## src/rtl/multicycle_datapath.sv

```systemverilog
// multicycle_datapath: multi-cycle MIPS-subset core on one handshaked memory port; define MCDP_JUMP_EN to enable j
module multicycle_datapath #(
  parameter logic [31:0] RESET_PC  = 32'h0040_0000,
  parameter logic [31:0] DATA_BASE = 32'h1001_0000,
  parameter bit          INIT_REGS = 1'b1,
  parameter int          CNT_W     = 16
) (
  input  logic             clock,
  input  logic             clear,
  output logic [31:0]      mem_addr,
  output logic [31:0]      mem_wdata,
  output logic             mem_read,
  output logic             mem_write,
  input  logic [31:0]      mem_rdata,
  input  logic             mem_ready,
  input  logic [4:0]       dbg_sel,
  output logic [31:0]      dbg_data,
  output logic [31:0]      pc,
  output logic [3:0]       state,
  output logic             halted,
  output logic [CNT_W-1:0] retired
);
  typedef enum logic [3:0] {
    FETCH = 4'd0, DECODE = 4'd1, MEMADR = 4'd2, MEMRD = 4'd3, MEMWB = 4'd4,
    MEMWR = 4'd5, EXEC = 4'd6, ALUWB = 4'd7, BRANCH = 4'd8, ADDIEX = 4'd9,
    ADDIWB = 4'd10, JUMP = 4'd11, HALT = 4'd15
  } state_t;

  localparam logic [5:0] OP_R = 6'h00, OP_BEQ = 6'h04, OP_ADDI = 6'h08, OP_LW = 6'h23, OP_SW = 6'h2B;
`ifdef MCDP_JUMP_EN
  localparam logic [5:0] OP_J = 6'h02;
`endif
  localparam logic [5:0] F_ADD = 6'h20, F_SUB = 6'h22, F_AND = 6'h24, F_OR = 6'h25, F_SLT = 6'h2A;

  state_t           state_q, state_d;
  logic [31:0]      pc_q, pc_d, ir_q, ir_d, a_q, a_d, b_q, b_d, alu_q, alu_d, mdr_q, mdr_d;
  logic [CNT_W-1:0] retired_q, retired_d;
  logic [31:0]      regs_q [32];
  logic [31:0]      regs_d [32];
  logic             reg_we, retire, funct_ok;
  logic [4:0]       reg_wa, rs, rt, rd;
  logic [5:0]       op, funct;
  logic [31:0]      reg_wd, alu_res, imm_sx;

  assign op       = ir_q[31:26];
  assign rs       = ir_q[25:21];
  assign rt       = ir_q[20:16];
  assign rd       = ir_q[15:11];
  assign funct    = ir_q[5:0];
  assign imm_sx   = {{16{ir_q[15]}}, ir_q[15:0]};
  assign funct_ok = funct inside {F_ADD, F_SUB, F_AND, F_OR, F_SLT};

  assign pc       = pc_q;
  assign state    = state_q;
  assign halted   = state_q == HALT;
  assign retired  = retired_q;
  assign dbg_data = dbg_sel == 5'd0 ? 32'd0 : regs_q[dbg_sel];

  function automatic logic [31:0] init_val(input int i);
    if (!INIT_REGS) return 32'd0;
    return i == 1 ? 32'd1 : i == 2 ? 32'd2 : i == 3 ? DATA_BASE : 32'd0;
  endfunction

  // state register; clear drops any in-flight transfer back to FETCH
  always_ff @(posedge clock or posedge clear)
    if (clear) state_q <= FETCH;
    else       state_q <= state_d;

  // next-state: memory states wait on mem_ready, decode dispatches on opcode
  always_comb begin
    state_d = state_q;
    case (state_q)
      FETCH:  state_d = mem_ready ? DECODE : FETCH;
      DECODE: begin
        state_d = HALT;
        if (op == OP_LW || op == OP_SW) state_d = MEMADR;
        else if (op == OP_R)            state_d = EXEC;
        else if (op == OP_BEQ)          state_d = BRANCH;
        else if (op == OP_ADDI)         state_d = ADDIEX;
`ifdef MCDP_JUMP_EN
        else if (op == OP_J)            state_d = JUMP;
`endif
      end
      MEMADR: state_d = op == OP_LW ? MEMRD : MEMWR;
      MEMRD:  state_d = mem_ready ? MEMWB : MEMRD;
      MEMWR:  state_d = mem_ready ? FETCH : MEMWR;
      EXEC:   state_d = funct_ok ? ALUWB : HALT;
      ADDIEX: state_d = ADDIWB;
      MEMWB, ALUWB, ADDIWB, BRANCH, JUMP: state_d = FETCH;
      default: state_d = HALT;
    endcase
  end

  // outputs: memory requests are masked while clear is high even though state reads FETCH
  always_comb begin
    mem_read  = !clear && (state_q == FETCH || state_q == MEMRD);
    mem_write = !clear && state_q == MEMWR;
    mem_addr  = (state_q == MEMRD || state_q == MEMWR) ? alu_q : pc_q;
    mem_wdata = b_q;
    reg_we    = state_q inside {MEMWB, ALUWB, ADDIWB};
    reg_wa    = state_q == ALUWB ? rd : rt;
    reg_wd    = state_q == MEMWB ? mdr_q : alu_q;
    retire    = state_q inside {MEMWB, ALUWB, ADDIWB, BRANCH, JUMP} || (state_q == MEMWR && mem_ready);
  end

  // R-type ALU; unlisted functs never reach ALUWB so their result is irrelevant
  always_comb
    alu_res = funct == F_ADD ? a_q + b_q :
              funct == F_SUB ? a_q - b_q :
              funct == F_AND ? a_q & b_q :
              funct == F_OR  ? a_q | b_q :
              {31'd0, $signed(a_q) < $signed(b_q)};

  // datapath register updates per state
  always_comb begin
    pc_d      = pc_q;
    ir_d      = ir_q;
    a_d       = a_q;
    b_d       = b_q;
    alu_d     = alu_q;
    mdr_d     = mdr_q;
    retired_d = retired_q + {{(CNT_W-1){1'b0}}, retire};
    case (state_q)
      FETCH: if (mem_ready) begin
        ir_d = mem_rdata;
        pc_d = pc_q + 32'd4;
      end
      DECODE: begin
        a_d   = regs_q[rs];
        b_d   = regs_q[rt];
        alu_d = pc_q + (imm_sx << 2);
      end
      MEMADR, ADDIEX: alu_d = a_q + imm_sx;
      MEMRD:  if (mem_ready) mdr_d = mem_rdata;
      EXEC:   alu_d = alu_res;
      BRANCH: if (a_q == b_q) pc_d = alu_q;
      JUMP:   pc_d = {pc_q[31:28], ir_q[25:0], 2'b00};
      default: ;
    endcase
  end

  // register file write port; $0 stays zero
  always_comb begin
    regs_d = regs_q;
    if (reg_we && reg_wa != 5'd0) regs_d[reg_wa] = reg_wd;
  end

  // datapath and register file storage
  always_ff @(posedge clock or posedge clear)
    if (clear) begin
      pc_q      <= RESET_PC;
      ir_q      <= '0;
      a_q       <= '0;
      b_q       <= '0;
      alu_q     <= '0;
      mdr_q     <= '0;
      retired_q <= '0;
      for (int i = 0; i < 32; i++) regs_q[i] <= init_val(i);
    end else begin
      pc_q      <= pc_d;
      ir_q      <= ir_d;
      a_q       <= a_d;
      b_q       <= b_d;
      alu_q     <= alu_d;
      mdr_q     <= mdr_d;
      retired_q <= retired_d;
      regs_q    <= regs_d;
    end
endmodule

```

## config.mk

```make
export PLATFORM = sky130hd
export DESIGN_NAME = multicycle_datapath
export DESIGN_NICKNAME = d
export VERILOG_FILES = /design/src/rtl/multicycle_datapath.sv
export SDC_FILE = /design/constraint.sdc
export NUM_CORES = 2
export LEC_CHECK = 0
export CAP_MARGIN = 20
export CORE_MARGIN = 5
export CORE_UTILIZATION = 50
export CTS_BUF_LIST = sky130_fd_sc_hd__clkbuf_4 sky130_fd_sc_hd__clkbuf_8
export DETAILED_ROUTE_END_ITERATION = 10
export PLACE_DENSITY_LB_ADDON = 0.12
export SLEW_MARGIN = 0
export SYNTH_ARGS = -nofsm -noshare
export SYNTH_HDL_FRONTEND = slang
export SYNTH_SLANG_ARGS = --single-unit
```

## constraint.sdc

```tcl
create_clock -name clock -period 48.7 [get_ports clock]
set_input_delay 9.74 -clock clock [delete_from_list [all_inputs] [get_ports clock]]
set_output_delay 9.74 -clock clock [all_outputs]
set_load 0.03 [all_outputs]
```

# After elaboration in Yosys (flattened, before gate mapping)
# Cells that the tools add are included.
[classes]
n_eq_ne = 24
addsub = 6
bitwise = 7
mul = 0
reduce_logical = 26
order_cmp = 6
shift = 0
div = 0
mux = 34
[op_table]
columns = ["op", "count"]
rows = [
  ["$bwmux 1024", 1],
  ["$mux 32", 16],
  ["$bmux 32 s5", 3],
  ["$pmux 32 s3", 2],
  ["$demux 32 s5", 1],
  ["$add 32x32->32", 3],
  ["$eq 6x6->1 const B", 7],
  ["$add 32x3->32 const B", 1],
  ["$and 32x32->32", 1],
  ["$eq 32x32->1", 1],
  ["$lt 32x32->1", 1],
  ["$or 32x32->32", 1],
  ["$pmux 4 s8", 1],
  ["$sub 32x32->32", 1],
  ["$ge 6x6->1 const B", 4],
  ["$not 5->6", 4],
  ["$eq 4x4->1 const B", 5],
  ["$add 16x1->16", 1],
  ["$eq 4x3->1 const B", 4],
  ["$mux 3", 5],
  ["$reduce_bool 5->1", 3],
  ["$mux 4", 3],
  ["$reduce_bool 3->1", 3],
  ["$eq 4x2->1 const B", 2],
  ["21 further kinds", 29],
]
[word_totals]
rom_bits = 0
memories = 0
ram_bits = 0
word_cells = 144
latch_bits = 0
regBits = 1236
out_inout_bits = 151

# Logic depth before layout (Yosys ltp)
[depth]
word_depth = 8
ltp_mapped = 14
mapped_depth_nobuf = 14

# Least setup slack after synthesis
# No wires, ideal clock.
[synth_timing]
path_type = "input-to-output"
start = "in dbg_sel[0]"
end = "out dbg_data[10]"
arrival_ps = 11997
required_time_ps = 38960
path_buffers = 3
path_slack_ps = 26963
cell_stages = 7
cell_sequence = "clkbuf_1 -> buf_2 -> buf_1 -> mux4_2 -> mux4_2 -> mux2i_1 -> nor2_1"
[synth_via]
elab_chain_len = 5
[synth_rtl]
columns = ["element", "line_no", "text"]
rows = [
  ["from (decl)", "16", "input logic [4:0] dbg_sel,"],
  ["$not 5->6 (not written as such)", "57", "assign dbg_data = dbg_sel == 5'd0 ? 32'd0 : regs_q[dbg_sel];"],
  ["$bmux 32 s5", "57", ""],
  ["$mux 32 (not written as such) (2 in series)", "57", ""],
  ["$mux 32 (*)", "57", ""],
  ["to (decl)", "17", "output logic [31:0] dbg_data,"],
]
# Every way passes the cells marked *; elsewhere a longest branch is shown, timed or not. The select of a mux whose other input is x is not followed.

# Worst setup path after layout
[layout_timing]
start = "in dbg_sel[0]"
end = "out dbg_data[31]"
# Same word-level chain as after synthesis.

==> flow_summary.ini <==
[power]
p_leak_nw = 35.56
ir_drop_mv = 0.04887
power.density_nw_per_um2 = 75.03

[timing]
rsz0062_at_grt = no
worstMarginPinSlew_ps = 1224
period_share_pct = 49.50
clock.fmax_ghz = 0.04148
maxSlewViolCount = 0
setup_viol = 0
setup-tns-final_ps = 0
finalHoldViolCount = 0
slew-limit-headroom_pct = 18.41
fin_skew_ps = 55.14
fin_crit_ps = 24110

[layout]
syn2layout_area_growth_pct = 11.09
layout.nets = 6954
layout-drive-gt1-share_pct = 25.28
layout_commonest_cell = dfrtp_1
finalInstanceArea_um2 = 85860
layout_common_cells = dfrtp_1, mux4_2, nor2_1

[clocking]
cts.htree.levels = 4
clock-sinks = 1236
clock_latency_ps = 980
cts-root-buf = clkbuf_8
clkTransAtPathRegs_ps = 60
cts_hold_buffers = 0
cts_tree = built
ctsResizeCount = 0
post_cts_buffers = 0
cts_made_buffers = 213
clock_path_buffers = 3

[setup_path]
worstSetupPathType = in2out
cp_slowest_stage_delay_ps = 850
cp_slowest_cell = buf_4
path_delay_family = buffers and inverters
path_cells = buf_8 > buf_4 > buf_4 > mux4_2 > mux4_2 > mux2i_1 > nor2_1 > clkdlybuf4s50_1
arrival_ps = 14370
startpoint_type = input port
required_ps = 38960
worst-path-buf-inv = 4
cp-end-kind = primary output
path_max_fanout = 84

[route]
avgViaCountPerCell = 6.721
totalWireLength_mm = 276.2
drtIter0Drc = 7283
drcViolationCount = 0
route.antenna.remaining_nets = 0
vias = 60360
wl_per_cell_um = 30.76
dr.pass1.iters = 8

[global_routing]
grt_remaining_overflow = 0
grt_pass1_wl_mm = 408.6
grt_antenna_before_repair = 8
grt_max_degree = 179
grtUsageTotal_pct = 33.99
grt_pass1_vias = 58750

[synth]
synth_edf_count = 0
syn_nets = 7054
synth.ff_latch_count = 1236
yosysWarnings = 0
synthTopCellsByArea = dfrtp_1, mux4_2, a21oi_1, o21ai_0, nor2_1
async_flop_share_pct = 100.0
synth_area_per_cell_um2 = 11.28
netlist_instances = 6851
synth.distinct_cells = 102
netlist_area_um2 = 77290
netlist.area_leader.share_pct = 39.86
synth_flop_cell = dfrtp_1
ys_seq_area_share_pct = 40.03
synth_top_cell_by_area = dfrtp_1

[placed_design]
dp_hpwl_mm = 173.9
place.gp.congestion = 0.9683
placed_area_um2 = 80850
portBuffers = 190

[run_status]
outcome = completed

[die]
pin_count = 191
dieArea_um2 = 162500
placementRows = 144
initial_core_util_pct = 50.23
coreArea_um2 = 153900
die-height_um = 403.2
die-width_um = 403.2

[run]
cap_violations = 0

[hold_path]
hold_class = reg2reg
-- logic make-up after synthesis --
| kind of cell | count (synthesis) | synth area share [%] |
|---|---|---|
| multiplexers | 1161 | 30.73 |
| adder cells (fa/ha/maj) | 163 | 2.678 |
| XOR/XNOR | 95 | 1.077 |
| flip-flops | 1236 | 40.03 |
| buffers and inverters | 782 | 4.032 |
| AO/OA/AOI/OAI | 1685 | 12.29 |
| AND/OR/NAND/NOR | 1729 | 9.172 |
-- worst paths after layout --
check                                         startpoint                   endpoint  slack, ps  depth (start not counted)
worst min-delay path            regs_q[1023]$_DFFE_PP0P_   regs_q[1023]$_DFFE_PP0P_        420                          0
worst min register to register  regs_q[1023]$_DFFE_PP0P_   regs_q[1023]$_DFFE_PP0P_        420                          0
min in group asynchronous                          clear         pc[17]$_DFFE_PP0P_       9370                          2
max in group asynchronous                          clear        a_q[17]$_DFFE_PP0P_      36820                          4
worst max-delay path                          dbg_sel[0]               dbg_data[31]      24590                          8
worst max register to register      ir_q[16]$_DFFE_PP0P_  mem_wdata[26]$_DFFE_PP0P_      42920                          8
-- layout make-up --
class | count | area [um2]
clock inverter | 55 | 555.5
multi-input combinational | 4833 | 43770
tap | 2044 | 2557
sequential | 1236 | 30970
fill | 13200 | 68010
inverter | 125 | 476.7
clock buffer | 340 | 4254
timing repair buffer | 342 | 3262
antenna | 6 | 15.01
-- power breakdown --
part / internal [mW] / switching (mW)
Clock: 0.597 / 0.468
Sequential: 1.44 / 0.581
Combinational: 1.52 / 1.84
-- cells in the mapped netlist (9+ instances only) --
| cell | n |
|---|---|
| o22ai_1 | 31 |
| mux4_2 | 960 |
| nand4_1 | 19 |
| mux2_2 | 92 |
| xor2_1 | 28 |
| and3_1 | 23 |
| nand2b_1 | 27 |
| mux2i_1 | 109 |
| o21bai_1 | 22 |
| o21ai_0 | 632 |
| a221oi_1 | 30 |
| xnor2_1 | 67 |
| nand3_1 | 42 |
| nor4_1 | 14 |
| dfrtp_1 | 1231 |
| o21ai_1 | 12 |
| clkbuf_1 | 494 |
| nor2_1 | 788 |
| a21oi_1 | 713 |
| and2_1 | 11 |
| a21o_1 | 40 |
| buf_1 | 56 |
| a211oi_1 | 14 |
| o31ai_1 | 9 |
| o21a_1 | 11 |
| buf_2 | 94 |
| nand2_1 | 700 |
| nor2b_1 | 16 |
| nor3_1 | 41 |
| o211ai_1 | 20 |
| inv_1 | 117 |
| ha_1 | 159 |
| a31oi_1 | 50 |
| buf_4 | 9 |
-- flip-flops by register name (all words and copies together) (netlist names) --
signal and cells:
a_q 32, alu_q 32, ir_q 32, mdr_q 32, mem_wdata 32, pc 32, regs_q 1024, retired 16
state 4
-- metal layers --
layer | track usage (%) | part of all wire [%]
met1 | 47.59 | 40
met2 | 51.31 | 45
met3 | 8.573 | 11
met4 | 13.83 | 4.7
met5 | 0 | 0
-- through the flow --
step / hold WS (ps) / total power, mW / setup slack [ps] / instances / utilization [%]
after detailed placement: 401.6 / 5.321 / 24420 / 8572 / 52.55
after floorplan: 458.0 / 4.196 / 4141 / 6851 / -
after global placement: 397.5 / 5.261 / 24530 / 8569 / 52.50
after CTS: 416.4 / 6.395 / 24420 / 8967 / 55.67
after global routing: 430.6 / 6.790 / 24210 / 8978 / 55.80
final: 417.1 / 6.442 / 24590 / 8981 / 55.80
(Power assumes the default switching activity.)
